[src/rtl/tcam_update_ctrl.sv]
// Write-side master for the TCAM write port: accepts update commands, waits out BUSY and issues one WE
// strobe per entry. Define TCAM_UPDATE_CLEAR_EN to build the clear-all sweep (op 10).
module tcam_update_ctrl #(
  parameter int unsigned                  C_TCAM_ADDR_WIDTH = 5,
  parameter int unsigned                  C_TCAM_DATA_WIDTH = 32,
  parameter logic [C_TCAM_DATA_WIDTH-1:0] C_INVALID_KEY     = '1,
  parameter int unsigned                  C_BUSY_TIMEOUT    = 255
) (
  input  logic                         CLK,
  input  logic                         RST,
  input  logic                         s_cmd_valid,
  output logic                         s_cmd_ready,
  input  logic [1:0]                   s_cmd_op,
  input  logic [C_TCAM_ADDR_WIDTH-1:0] s_cmd_addr,
  input  logic [C_TCAM_DATA_WIDTH-1:0] s_cmd_key,
  input  logic [C_TCAM_DATA_WIDTH-1:0] s_cmd_mask,
  output logic                         done,
  output logic                         error,
  output logic [1:0]                   err_code,
  output logic [31:0]                  wr_count,
  output logic                         TCAM_WE,
  output logic [C_TCAM_ADDR_WIDTH-1:0] TCAM_ADDR_WR,
  output logic [C_TCAM_DATA_WIDTH-1:0] TCAM_DIN,
  output logic [C_TCAM_DATA_WIDTH-1:0] TCAM_DATA_MASK,
  input  logic                         TCAM_BUSY
);

  typedef enum logic [1:0] {
    S_IDLE      = 2'd0,
    S_WAIT_FREE = 2'd1,
    S_ISSUE     = 2'd2,
    S_WAIT_ACK  = 2'd3
  } state_e;

  localparam logic [1:0] OP_WRITE = 2'b00;
  localparam logic [1:0] OP_INVAL = 2'b01;
  localparam logic [1:0] OP_CLEAR = 2'b10;
  localparam logic [1:0] OP_RSVD  = 2'b11;

  localparam logic [1:0] ERR_NONE    = 2'b00;
  localparam logic [1:0] ERR_BAD_OP  = 2'b01;
  localparam logic [1:0] ERR_TIMEOUT = 2'b10;

  state_e                         state_q;
  logic                           we_q;
  logic [C_TCAM_ADDR_WIDTH-1:0]   addr_q;
  logic [C_TCAM_DATA_WIDTH-1:0]   din_q;
  logic [C_TCAM_DATA_WIDTH-1:0]   mask_q;
  logic                           done_q;
  logic                           error_q;
  logic [1:0]                     err_code_q;
  logic [31:0]                    wr_count_q;
  logic [7:0]                     busy_cnt_q;
  logic [8:0]                     busy_cnt_d;
  logic                           timeout_hit;
  logic                           op_legal;
`ifdef TCAM_UPDATE_CLEAR_EN
  logic                           clear_q;
`endif

  // The wait counter trips on the BUSY cycle that brings the run up to C_BUSY_TIMEOUT.
  assign busy_cnt_d  = {1'b0, busy_cnt_q} + 9'd1;
  assign timeout_hit = (32'(busy_cnt_d) >= C_BUSY_TIMEOUT);

`ifdef TCAM_UPDATE_CLEAR_EN
  assign op_legal = (s_cmd_op != OP_RSVD);
`else
  assign op_legal = (s_cmd_op == OP_WRITE) || (s_cmd_op == OP_INVAL);
`endif

  // NOTE: ready is gated by RST so it reads 0 while reset is held and 1 as soon as it is released.
  assign s_cmd_ready    = (state_q == S_IDLE) && !RST;
  assign done           = done_q;
  assign error          = error_q;
  assign err_code       = err_code_q;
  assign wr_count       = wr_count_q;
  assign TCAM_WE        = we_q;
  assign TCAM_ADDR_WR   = addr_q;
  assign TCAM_DIN       = din_q;
  assign TCAM_DATA_MASK = mask_q;

  // NOTE: single-cycle pulses (WE, done, error) default low each cycle and are raised only on the
  // transition that owns them; every assignment here is non-blocking so all state updates together.
  always_ff @(posedge CLK) begin
    if (RST) begin
      state_q    <= S_IDLE;
      we_q       <= 1'b0;
      addr_q     <= '0;
      din_q      <= '0;
      mask_q     <= '0;
      done_q     <= 1'b0;
      error_q    <= 1'b0;
      err_code_q <= ERR_NONE;
      wr_count_q <= '0;
      busy_cnt_q <= '0;
`ifdef TCAM_UPDATE_CLEAR_EN
      clear_q    <= 1'b0;
`endif
    end else begin
      we_q       <= 1'b0;
      done_q     <= 1'b0;
      error_q    <= 1'b0;
      err_code_q <= ERR_NONE;
      case (state_q)
        S_IDLE: begin
          if (s_cmd_valid) begin
            if (op_legal) begin
              state_q    <= S_WAIT_FREE;
              busy_cnt_q <= '0;
              din_q      <= (s_cmd_op == OP_WRITE) ? s_cmd_key : C_INVALID_KEY;
              mask_q     <= (s_cmd_op == OP_WRITE) ? s_cmd_mask : '0;
`ifdef TCAM_UPDATE_CLEAR_EN
              addr_q     <= (s_cmd_op == OP_CLEAR) ? '0 : s_cmd_addr;
              clear_q    <= (s_cmd_op == OP_CLEAR);
`else
              addr_q     <= s_cmd_addr;
`endif
            end else begin
              error_q    <= 1'b1;
              err_code_q <= ERR_BAD_OP;
            end
          end
        end
        S_WAIT_FREE: begin
          if (!TCAM_BUSY) begin
            state_q <= S_ISSUE;
            we_q    <= 1'b1;
          end else if (timeout_hit) begin
            state_q    <= S_IDLE;
            error_q    <= 1'b1;
            err_code_q <= ERR_TIMEOUT;
          end else begin
            busy_cnt_q <= busy_cnt_d[7:0];
          end
        end
        S_ISSUE: begin
          state_q    <= S_WAIT_ACK;
          busy_cnt_q <= '0;
          wr_count_q <= wr_count_q + 32'd1;
        end
        S_WAIT_ACK: begin
          if (!TCAM_BUSY) begin
`ifdef TCAM_UPDATE_CLEAR_EN
            if (clear_q && (addr_q != '1)) begin
              state_q    <= S_WAIT_FREE;
              busy_cnt_q <= '0;
              addr_q     <= addr_q + 1'b1;
            end else begin
              state_q <= S_IDLE;
              done_q  <= 1'b1;
            end
`else
            state_q <= S_IDLE;
            done_q  <= 1'b1;
`endif
          end else if (timeout_hit) begin
            state_q    <= S_IDLE;
            error_q    <= 1'b1;
            err_code_q <= ERR_TIMEOUT;
          end else begin
            busy_cnt_q <= busy_cnt_d[7:0];
          end
        end
        default: state_q <= S_IDLE;
      endcase
    end
  end

endmodule

[config.mk]
export PLATFORM = sky130hd
export DESIGN_NAME = tcam_update_ctrl
export DESIGN_NICKNAME = d
export VERILOG_FILES = /design/src/rtl/tcam_update_ctrl.sv
export SDC_FILE = /design/constraint.sdc
export NUM_CORES = 1
export LEC_CHECK = 0
export CORE_ASPECT_RATIO = 0.9
export CORE_MARGIN = 8
export CORE_UTILIZATION = 47
export DETAILED_ROUTE_END_ITERATION = 12
export MAX_ROUTING_LAYER = met4
export PLACE_DENSITY = 0.86
export SLEW_MARGIN = 20
export SYNTH_ARGS = -nofsm -noshare
export SYNTH_HDL_FRONTEND = slang
export SYNTH_SLANG_ARGS = --single-unit
[constraint.sdc]
create_clock -name CLK -period 5.9 [get_ports CLK]
set_input_delay 1.18 -clock CLK [delete_from_list [all_inputs] [get_ports CLK]]
set_output_delay 1.18 -clock CLK [all_outputs]
set_load 0.05 [all_outputs]
Word-level counts from Yosys, hierarchy flattened
Cells that the tools add are included.
{ "classes": {"n_eq_ne": 8, "order_cmp": 1, "add_sub_neg": 2, "n_reduce_logical": 11, "muxes": 24, "bitwise_logic": 2} }
{ "ops": {"columns": ["op", "n"], "rows": [
  ["two-way mux 32 bit", 2],
  ["adder 32 x 1 -> 32 bit, second input constant", 1],
  ["two-way mux 8 bit", 4],
  ["one-hot mux 8 bit (3 select lines)", 1],
  ["two-way mux 2 bit", 7],
  ["adder 8 x 1 -> 9 bit, second input constant", 1],
  [">= comparator 9 x 8 -> 1 bit, second input constant", 1],
  ["one-hot mux 2 bit (4 select lines)", 1],
  ["two-way mux 1 bit", 7],
  ["inequality test 2 bit, second input constant", 3],
  ["OR reduction 2 bit", 3],
  ["equality test 2 x 1 -> 1 bit, second input constant", 2],
  ["equality test 2 bit, second input constant", 2],
  ["zero test 2 bit", 2],
  ["one-hot mux 2 bit (2 select lines)", 1],
  ["AND reduction 4 bit", 1],
  ["AND reduction 3 bit", 1],
  ["inequality test 2 x 1 -> 1 bit, second input constant", 1],
  ["inverter 1 bit", 2],
  ["one-hot mux 1 bit (2 select lines)", 1],
  ["AND reduction 2 bit", 1],
  ["logical AND 1 bit", 1],
  ["zero test 1 bit", 1],
  ["logical OR 1 bit", 1]
]} }
{ "totals": {"regBits": 116, "word_cells": 58, "out_inout_bits": 107, "inputBits": 75} }

Longest topological paths before layout
Gate-level depths: netlist of the first run.
{ "depth": {"word_depth": 5, "depth_mapped": 8, "ltp_nobuf": 8} }

Least setup slack after synthesis of the first run
No wires, ideal clock.
{ "synth_path": {"kind": "input port to output port", "startpoint": "input port RST", "endpoint": "output port s_cmd_ready", "n_path_buf": 1, "arrival_ps": 2427, "t_required_ps": 4720, "cell_stages": 2, "setup_slack_ps": 2293, "cell_sequence": "clkbuf_8 nor3_1"} }
{ "synth_between": {"elab_chain_cells": 2} }
{ "synth_lines": {"columns": ["item", "line_no", "text"], "rows": [
  ["start: declaration", "10", "input logic RST,"],
  ["zero test 1 bit", "72", "assign s_cmd_ready = (state_q == S_IDLE) && !RST;"],
  ["logical AND 1 bit", "72", null],
  ["end: declaration", "12", "output logic s_cmd_ready,"]
]} }
No other way between the ends.

Worst setup path in the final report of the first run
Same ends and word-level chain as after synthesis.

==> flow_summary.yaml, run 1 <==
sta:
  finClkSkew_ns: 0.00870
  rsz0062_at_grt: "false"
  tns_ns: 0
  hold_viol_final: 0
  max_freq_ghz: 0.281
  period_needed_ns: 3.56
  worst_pin_slew_ns: 0.847
  final_max_slew_viol_count: 0
  hold_slack_ns: 0.450
  fin_crit_sh: 0.603
  slew_headroom: 0.435
  setup_violations: 0
critical_path:
  cp_top_family: "buffers and inverters"
  critical_path_class: "input port to output port"
  rr_startpoint: "busy_cnt_q[0]"
  critPathCaptureType: "output port"
  max_stage_delay_ns: 0.87
  cp.arrival_ns: 2.38
  r2r_end: "busy_cnt_q[2]"
  r2r_cells: 7
  r2r_slack_ns: 3.65
  cp_slowest_cell: "clkdlybuf4s50_1"
  crit_buf_inv: 2
  path_max_fanout: 3
  crit_chain: "buf_4, nor3_1, clkdlybuf4s50_1"
  critical_path.startpoint_type: "input port"
  critPathRequiredTime_ns: 4.72
detailed_routing:
  drtPass1Iterations: 4
  drt-initial-drc-count: 426
  drt-total-wl_um: 15500
  ant_nets: 0
  vias: 4757
  wl_per_cell_um: 17.7
  drc: 0
  vias_per_cell: 5.44
floorplan:
  core-area_um2: 9740
  dieArea_um2: 13500
  die_y_um: 111
  initial_utilization: 0.486
  die_w_um: 122
  row_count: 34
  io_pins: 182
clock_network:
  ctsResizeCount: 0
  cts_sinks: 116
  ctsHoldBuffers: 0
  cts_buffer_depth: 2
  cts_buffers: 17
  post_cts_buffers: 0
  clk_latency_ns: 0.52
  cts_tree: "built"
  clk_pin_slew_ns: 0.05
  cts-root-buf: "clkbuf_8"
  htree_levels: 4
yosys:
  yosysWarnings: 0
  ys_top_cells_by_area: "dfxtp_1 49%, nor3_1 7.2%, a21oi_1 5.6%"
  yosys_register_bits: 116
  synth_seq_area_share: 0.490
  ys_types: 50
  async_flop_share: 0
  synthCells: 575
  syn_avg_cell_area_um2: 8.23
  synth_top_area_cell: "dfxtp_1"
  syn_nets: 653
  synthFlopType: "dfxtp_1"
  syn_area_um2: 4730
  synth_edf_count: 0
  synth_top_cell_area_share: 0.490
cells_and_area:
  seqCellArea_um2: 2320
  area_delta_synth_final_pct: 50.3
  nFillCells: 714
  num_antenna_cells: 0
  multi_input_area_um2: 2200
  final_cell_area_um2: 7120
  drive_above_1_share: 0.0694
  nNetsFinal: 814
global_routing:
  grt_util_all_layers: 0.229
  grt_remaining_overflow: 0
  grt_max_degree: 109
  grt_pass1_vias: 4676
  antenna_found_initial: 0
  grt_pass1_wl_um: 24100
place:
  port_buffers: 181
  dpl_cell_area_um2: 6530
  hpwl_um: 10700
  place_congestion: 0.870
run:
  maxCapViolations: 0
power:
  p_per_area_nw_per_um2: 303
  design_power_total_uw: 2160
  peakVddDrop_uv: 180
  leakage_uw: 0.00248
worst_hold_path:
  hp-class: "register to register"
  whs_path_depth: 2
  worst_hold_startpoint: "TCAM_DATA_MASK[7]"
  hold_end: "TCAM_DATA_MASK[7]"
outcome:
  status: "completed"
-- registers in the layout, indices dropped and copies added, names as in the netlist, 2 cells and up --
signal	count
TCAM_DATA_MASK	32
wr_count	32
err_code	2
TCAM_DIN	32
busy_cnt_q	8
state_q	2
TCAM_ADDR_WR	5
-- worst reg2reg max path: cells and delay by family (launching register included) --
kind,cells,cell delay [ns]
adder cells (fa/ha/maj),1,0.32
AO/OA/AOI/OAI,4,0.92
flip-flops,1,0.46
AND/OR/NAND/NOR,2,0.44
-- where the power goes --
| part | internal, uW | switching (uW) |
|---|---|---|
| clock | 615 | 381 |
| sequential | 816 | 26.0 |
| combinational | 121 | 199 |
-- through the flow --
step                 util  setup WS [ns]  cells
floorplan               -           2.29    575
global placement    0.670           2.36    843
detailed placement  0.670           2.36    843
CTS                 0.730           2.34    875
global route        0.731           2.30    875
finish              0.731           2.34    875
-- worst max-delay path by stage --
stage,endpoint,from,slack [ns],cells past startpoint
2_1_floorplan,s_cmd_ready,RST,2.29,2
3_3_place_gp,s_cmd_ready,RST,2.36,3
3_5_place_dp,s_cmd_ready,RST,2.36,3
4_1_cts,s_cmd_ready,RST,2.34,3
5_1_grt,s_cmd_ready,RST,2.30,3
6_report,s_cmd_ready,RST,2.34,3
-- cells in the final DEF, fill, tap and decap left out, types with 2 or more instances in the layout --
cell and count:
ha_1 3, clkdlybuf4s50_1 180, nor3_1 67, a32o_1 2, inv_1 4, clkbuf_16 16
and4_1 2, nand4_1 13, nor2_2 2, clkinv_4 5, a21oi_2 2, clkbuf_8 2
nor2b_1 3, buf_4 3, bufinv_16 2, inv_6 2, nand3_1 48, or3_1 11
xnor2_1 8, a31o_1 2, dfxtp_1 116, nor2_1 65, a21oi_1 53, o21ai_0 10
clkinvlp_4 3, clkinv_2 2, and3_1 13, nand4b_1 2, nand2_1 65, or2_2 2
and2b_2 2, and2_1 3, xor2_1 15
-- cell families (layout without fill, tap and decap cells) --
kind of cell | Yosys count | in the layout | synth area share
buf+inv | 46 | 220 | 0.0465
flops | 116 | 116 | 0.490
mux | 3 | 3 | 0.00740
simple gates | 307 | 307 | 0.313
fa+ha+maj | 3 | 3 | 0.00793
compound gates | 77 | 77 | 0.0925
xor+xnor | 23 | 23 | 0.0425
-- synthesized netlist by cell type, types with 3 or more instances --
cell and count:
and3_1 13, clkbuf_1 30, xor2_1 15, dfxtp_1 116
o21ai_0 10, xnor2_1 8, and2_1 3, nand2_1 65
inv_1 4, buf_2 5, a21oi_1 53, nor2b_1 3
nand4_1 13, nor3_1 68, or3_1 12, ha_1 3
nand3_1 48, nor2_1 66
-- final cells by class --
| class | count | area share |
|---|---|---|
| Sequential cell | 116 | 0.326 |
| Multi-Input combinational cell | 413 | 0.310 |
| Timing Repair Buffer | 184 | 0.258 |
| Clock buffer | 18 | 0.0601 |
| Tap cell | 126 | 0.0222 |
| Clock inverter | 14 | 0.0216 |
| Inverter | 4 | 0.00211 |
-- per-layer routing --
| metal | up-vias | GRT usage | routed length (um) |
|---|---|---|---|
| met5 | - | - | 0 |
| met2 | 202 | 0.372 | 7760 |
| met1 | 2234 | 0.237 | 5800 |
| met3 | 18 | 0.114 | 1770 |
| li1 | 2303 | - | - |
| met4 | 0 | 0.0731 | 187 |
Note: power is estimated with default switching activity, not from simulation.
==> run 2, diff against run 1 <==
--- a/config.mk
+++ b/config.mk
@@ -7,10 +7,10 @@
 export LEC_CHECK = 0
 export CORE_ASPECT_RATIO = 0.9
 export CORE_MARGIN = 8
-export CORE_UTILIZATION = 47
+export CORE_UTILIZATION = 44
 export DETAILED_ROUTE_END_ITERATION = 12
 export MAX_ROUTING_LAYER = met4
-export PLACE_DENSITY = 0.86
+export PLACE_DENSITY = 0.81
 export SLEW_MARGIN = 20
 export SYNTH_ARGS = -nofsm -noshare
 export SYNTH_HDL_FRONTEND = slang
==> constraint.sdc (replaced) <==
create_clock -name CLK -period 3.3 [get_ports CLK]
set_input_delay 0.66 -clock CLK [delete_from_list [all_inputs] [get_ports CLK]]
set_output_delay 0.66 -clock CLK [all_outputs]
set_load 0.05 [all_outputs]
==> flow_summary.yaml, run 2 (synthesis gave the netlist of run 1 again) <==
clock_network:
  clk_pin_slew_ns: 0.05
  cts-root-buf: "clkbuf_16"
  ctsResizeCount: 0
  post_cts_buffers: 0
  clk_latency_ns: 0.40
  cts_buffer_depth: 2
  cts_buffers: 17
  cts_tree: "built"
  cts_sinks: 116
  htree_levels: 4
  ctsHoldBuffers: 0
sta:
  setup_ws_ns: 0.835
  finClkSkew_ns: 0.00446
  worst_pin_slew_ns: 0.753
  max_freq_ghz: 0.406
  tns_ns: 0
  fin_crit_sh: 0.747
  slew_headroom: 0.498
  rsz0062_at_grt: "false"
  final_max_slew_viol_count: 0
  hold_viol_final: 0
  setup_violations: 0
  period_needed_ns: 2.46
outcome:
  status: "completed"
cells_and_area:
  num_antenna_cells: 0
  nFillCells: 887
  area_delta_synth_final_pct: 50.6
  final_cell_mix: "179 x clkdlybuf4s50_1, 116 x dfxtp_1, 67 x nor3_1"
  seqCellArea_um2: 2320
  final_common_cell: "clkdlybuf4s50_1"
  drive_above_1_share: 0.0653
  multi_input_area_um2: 2200
  nNetsFinal: 817
power:
  design_power_total_uw: 3830
  p_per_area_nw_per_um2: 537
  peakVddDrop_uv: 407
  leakage_uw: 0.00250
floorplan:
  dieArea_um2: 14300
  row_count: 36
  die_y_um: 114
  io_pins: 182
  core-area_um2: 10700
  die_w_um: 125
  initial_utilization: 0.444
critical_path:
  cp.arrival_ns: 2.71
  r2r_cells: 7
  critPathRequiredTime_ns: 3.54
  critPathCaptureType: "register"
  r2r_end: "busy_cnt_q[2]"
  startpoint: "s_cmd_op[1]"
  r2r_slack_ns: 1.00
  rr_startpoint: "busy_cnt_q[0]"
  path_max_fanout: 38
  cp-endpoint: "TCAM_DATA_MASK[2]"
  critical_path_class: "input port to register"
  critical_path.startpoint_type: "input port"
place:
  hpwl_um: 10300
  place_ws_ns: 0.419
  place_congestion: 0.872
  port_buffers: 181
detailed_routing:
  wl_per_cell_um: 16.6
  drtPass1Iterations: 4
  ant_nets: 0
  vias_per_cell: 5.42
  drc: 0
  drt-total-wl_um: 14600
  vias: 4790
  drt-initial-drc-count: 392
global_routing:
  grt_pass1_vias: 4834
  grt_remaining_overflow: 0
  grt_max_degree: 68
  grt_util_all_layers: 0.211
  antenna_found_initial: 0
  grt_pass1_wl_um: 24000
worst_hold_path:
  hp-class: "register to register"
run:
  maxCapViolations: 0
-- run 2: cell types whose count changed in the layout (fill, tap and decap cells not counted), moves of 2 or more --
cell	delta
clkbuf_1	+5
clkinv_4	-5
buf_4	+4
clkinvlp_4	-3
inv_6	-2
-- run 2: power breakdown --
part	leakage [uW]	internal, uW	switching (uW)
Clock	0.000277	1160	589
Sequential	0.000942	1460	49.5
Combinational	0.00128	219	354
-- run 2: area by class of cell --
cell class / count / share of cell area
inverter: 4 / 0.00211
clock buffer: 25 / 0.0681
multi-input combinational: 413 / 0.309
sequential: 116 / 0.326
tap: 133 / 0.0233
clock inverter: 5 / 0.0105
timing repair buffer: 187 / 0.261
-- run 2: critical path, stage by stage --
cell,delay [ns]
clkdlybuf4s50_1,0.46
or2b_2,0.35
or3_2,0.77
buf_12,0.31
nand2_1,0.08
a21oi_1,0.07
-- run 2: per-stage QoR --
step / hold slack, ns / util / instance area, um^2 / cells
floorplan: 0.485 / - / 4730 / 575
global placement: 0.437 / 0.615 / 6570 / 853
detailed placement: 0.443 / 0.615 / 6570 / 853
CTS: 0.450 / 0.668 / 7130 / 883
global route: 0.467 / 0.668 / 7130 / 883
finish: 0.448 / 0.668 / 7130 / 883
-- run 2: worst min-delay path by stage --
stage,startpoint,to,slack (ns),cells past startpoint
global placement,TCAM_DATA_MASK[21],TCAM_DATA_MASK[21],0.44,2
detailed placement,TCAM_DATA_MASK[17],TCAM_DATA_MASK[17],0.44,2
finish,TCAM_DATA_MASK[17],TCAM_DATA_MASK[17],0.45,2
CTS,TCAM_DATA_MASK[17],TCAM_DATA_MASK[17],0.45,2
floorplan,busy_cnt_q[7],busy_cnt_q[7],0.48,2
global route,TCAM_DATA_MASK[1],TCAM_DATA_MASK[1],0.47,2
-- run 2: routing by layer --
layer / vias to the layer above / part of all wire / routed length (um) / GRT usage
met5: - / 0 / 0 / -
met4: 0 / 0.018 / 258 / 0.0754
met3: 24 / 0.085 / 1240 / 0.0801
met2: 191 / 0.48 / 7100 / 0.345
met1: 2268 / 0.41 / 6050 / 0.233
li1: 2307 / - / - / -
==> run 3, diff against run 2 <==
--- a/config.mk
+++ b/config.mk
@@ -7,10 +7,10 @@
 export LEC_CHECK = 0
 export CORE_ASPECT_RATIO = 0.9
 export CORE_MARGIN = 8
-export CORE_UTILIZATION = 44
+export CORE_UTILIZATION = 40
 export DETAILED_ROUTE_END_ITERATION = 12
 export MAX_ROUTING_LAYER = met4
-export PLACE_DENSITY = 0.81
+export PLACE_DENSITY = 0.78
 export SLEW_MARGIN = 20
 export SYNTH_ARGS = -nofsm -noshare
 export SYNTH_HDL_FRONTEND = slang
==> constraint.sdc (replaced) <==
create_clock -name CLK -period 2 [get_ports CLK]
set_input_delay 0.4 -clock CLK [delete_from_list [all_inputs] [get_ports CLK]]
set_output_delay 0.4 -clock CLK [all_outputs]
set_load 0.05 [all_outputs]
==> flow_summary.yaml, run 3 (synthesis gave the netlist of run 1 again) <==
sta:
  fin_crit_sh: 1.03
  finClkSkew_ns: 0.0135
  max_freq_ghz: 0.487
  setup_ws_ns: -0.0522
  worst_pin_slew_ns: 0.591
  period_needed_ns: 2.05
  slew_headroom: 0.606
  setup_violations: 7
  hold_viol_final: 0
  final_max_slew_viol_count: 0
  rsz0062_at_grt: "true"
outcome:
  status: "complete, but fails checks"
  failed_checks: "setup timing"
worst_hold_path:
  whs_path_depth: 3
  hold_end: "busy_cnt_q[0]"
  hp-class: "input port to register"
  worst_hold_startpoint: "RST"
detailed_routing:
  ant_nets: 0
  vias_per_cell: 5.23
  drt-total-wl_um: 15200
  wl_per_cell_um: 16.3
  drc: 0
  drt-initial-drc-count: 336
  drtPass1Iterations: 5
  vias: 4873
global_routing:
  grt_util_all_layers: 0.194
  grt_remaining_overflow: 0
  grt_pass1_wl_um: 23600
  antenna_found_initial: 0
  grt_pass1_vias: 4911
  grt_max_degree: 57
cells_and_area:
  drive_above_1_share: 0.138
  nNetsFinal: 844
  final_common_cell: "clkdlybuf4s50_1"
  area_delta_synth_final_pct: 59.9
  final_cell_mix: "127 x clkdlybuf4s50_1, 102 x dfxtp_1, 66 x nor3_1"
  num_antenna_cells: 0
  nFillCells: 944
place:
  place_congestion: 0.810
  port_buffers: 181
  place_ws_ns: -0.321
  hpwl_um: 10700
clock_network:
  cts_buffers: 17
  clk_latency_ns: 0.40
  cts_sinks: 116
  clk_pin_slew_ns: 0.05
  cts_buffer_depth: 2
  cts_tree: "built"
  cts-root-buf: "clkbuf_16"
  htree_levels: 4
power:
  power.switching_uw: 1680
  leakage_uw: 0.00325
  p_int_uw: 4890
  swShare: 0.255
  combinationalPowerShare: 0.166
  peakVddDrop_uv: 614
  design_power_total_uw: 6570
  p_seq_frac: 0.378
  power_frac_clock: 0.456
  p_per_area_nw_per_um2: 868
floorplan:
  initial_utilization: 0.412
  die_w_um: 131
  io_pins: 182
  core-area_um2: 11500
  row_count: 37
  dieArea_um2: 15600
  die_y_um: 119
run:
  maxCapViolations: 0
critical_path:
  path_max_fanout: 7
  r2r_end: "busy_cnt_q[1]"
  critical_path.startpoint_type: "register"
  critPathRequiredTime_ns: 2.28
  rr_startpoint: "busy_cnt_q[1]"
  r2r_slack_ns: -0.05
  cp.arrival_ns: 2.34
  critPathCaptureType: "register"
  r2r_cells: 8
  critical_path_class: "register to register"
-- run 3: cell count changes in the layout (fill, tap and decap cells not counted), moves of 3 or more --
cell and change:
clkdlybuf4s50_1 -52, buf_4 +28, dlymetal6s2s_1 +26, dlygate4sd2_1 +21
dfxtp_1 -14, dfxtp_2 +12, buf_12 +3
-- run 3: worst max-delay path: stages (launching register included) --
cell and delay, ns:
dfxtp_4 0.37, ha_4 0.16, buf_4 0.15, a21oi_2 0.11, o211ai_1 0.19, a32oi_4 0.39, a21oi_4 0.11, nor2_2 0.16
mux2_4 0.30
-- run 3: power by group through the flow --
stage	logic, uW	registers [uW]	clock network, uW
6_report	1090	2480	2990
5_1_grt	1160	2490	3150
4_1_cts	1050	2470	3060
3_5_place_dp	1030	2520	0
3_3_place_gp	1010	2510	0
2_1_floorplan	304	2780	0
-- run 3: how the worst max path moves through the flow --
| stage | startpoint | endpoint | cells after the start |
|---|---|---|---|
| final | busy_cnt_q[1] | busy_cnt_q[1] | 8 |
| after global routing | busy_cnt_q[1] | busy_cnt_q[0] | 8 |
| after floorplan | busy_cnt_q[0] | busy_cnt_q[2] | 7 |
| after detailed placement | s_cmd_valid | TCAM_DIN[5] | 6 |
| after global placement | s_cmd_valid | TCAM_DATA_MASK[19] | 7 |
| after CTS | TCAM_DATA_MASK[20] | TCAM_DATA_MASK[20] | 1 |
-- run 3: final cells by class --
| cell class | count | area, um^2 | share of cell area |
|---|---|---|---|
| clock buffer | 24 | 482 | 0.0636 |
| tap | 156 | 195 | 0.0258 |
| multi-input combinational | 413 | 2300 | 0.304 |
| clock inverter | 5 | 100 | 0.0132 |
| inverter | 4 | 15.0 | 0.00198 |
| sequential | 116 | 2340 | 0.310 |
| timing repair buffer | 214 | 2130 | 0.282 |
-- run 3: stage by stage --
step | instance area, um^2 | utilization | std cells | hold slack, ns | setup TNS [ns]
CTS | 7400 | 0.644 | 930 | 0.362 | 0
finish | 7570 | 0.660 | 932 | 0.366 | -0.200
global route | 7570 | 0.660 | 932 | 0.371 | -0.687
floorplan | 4750 | - | 575 | 0.476 | 0
detailed placement | 6820 | 0.594 | 900 | 0.446 | -18.90
global placement | 6820 | 0.594 | 900 | 0.437 | -15.85
-- run 3: layer usage --
metal,global-route usage,routed length [um]
met5,-,0
met2,0.320,7610
met3,0.0696,1230
met1,0.212,6050
met4,0.0631,313
-- run 3: repair_timing --
| item | CTS | global route |
|---|---|---|
| pin swaps | 4 | 9 |
| cloned | 0 | 0 |
| hold buffers | 0 | 0 |
| endpoints found under the setup margin | 26 | 36 |
| setup buffers | 1 | 2 |
| resized for setup | 27 | 47 |
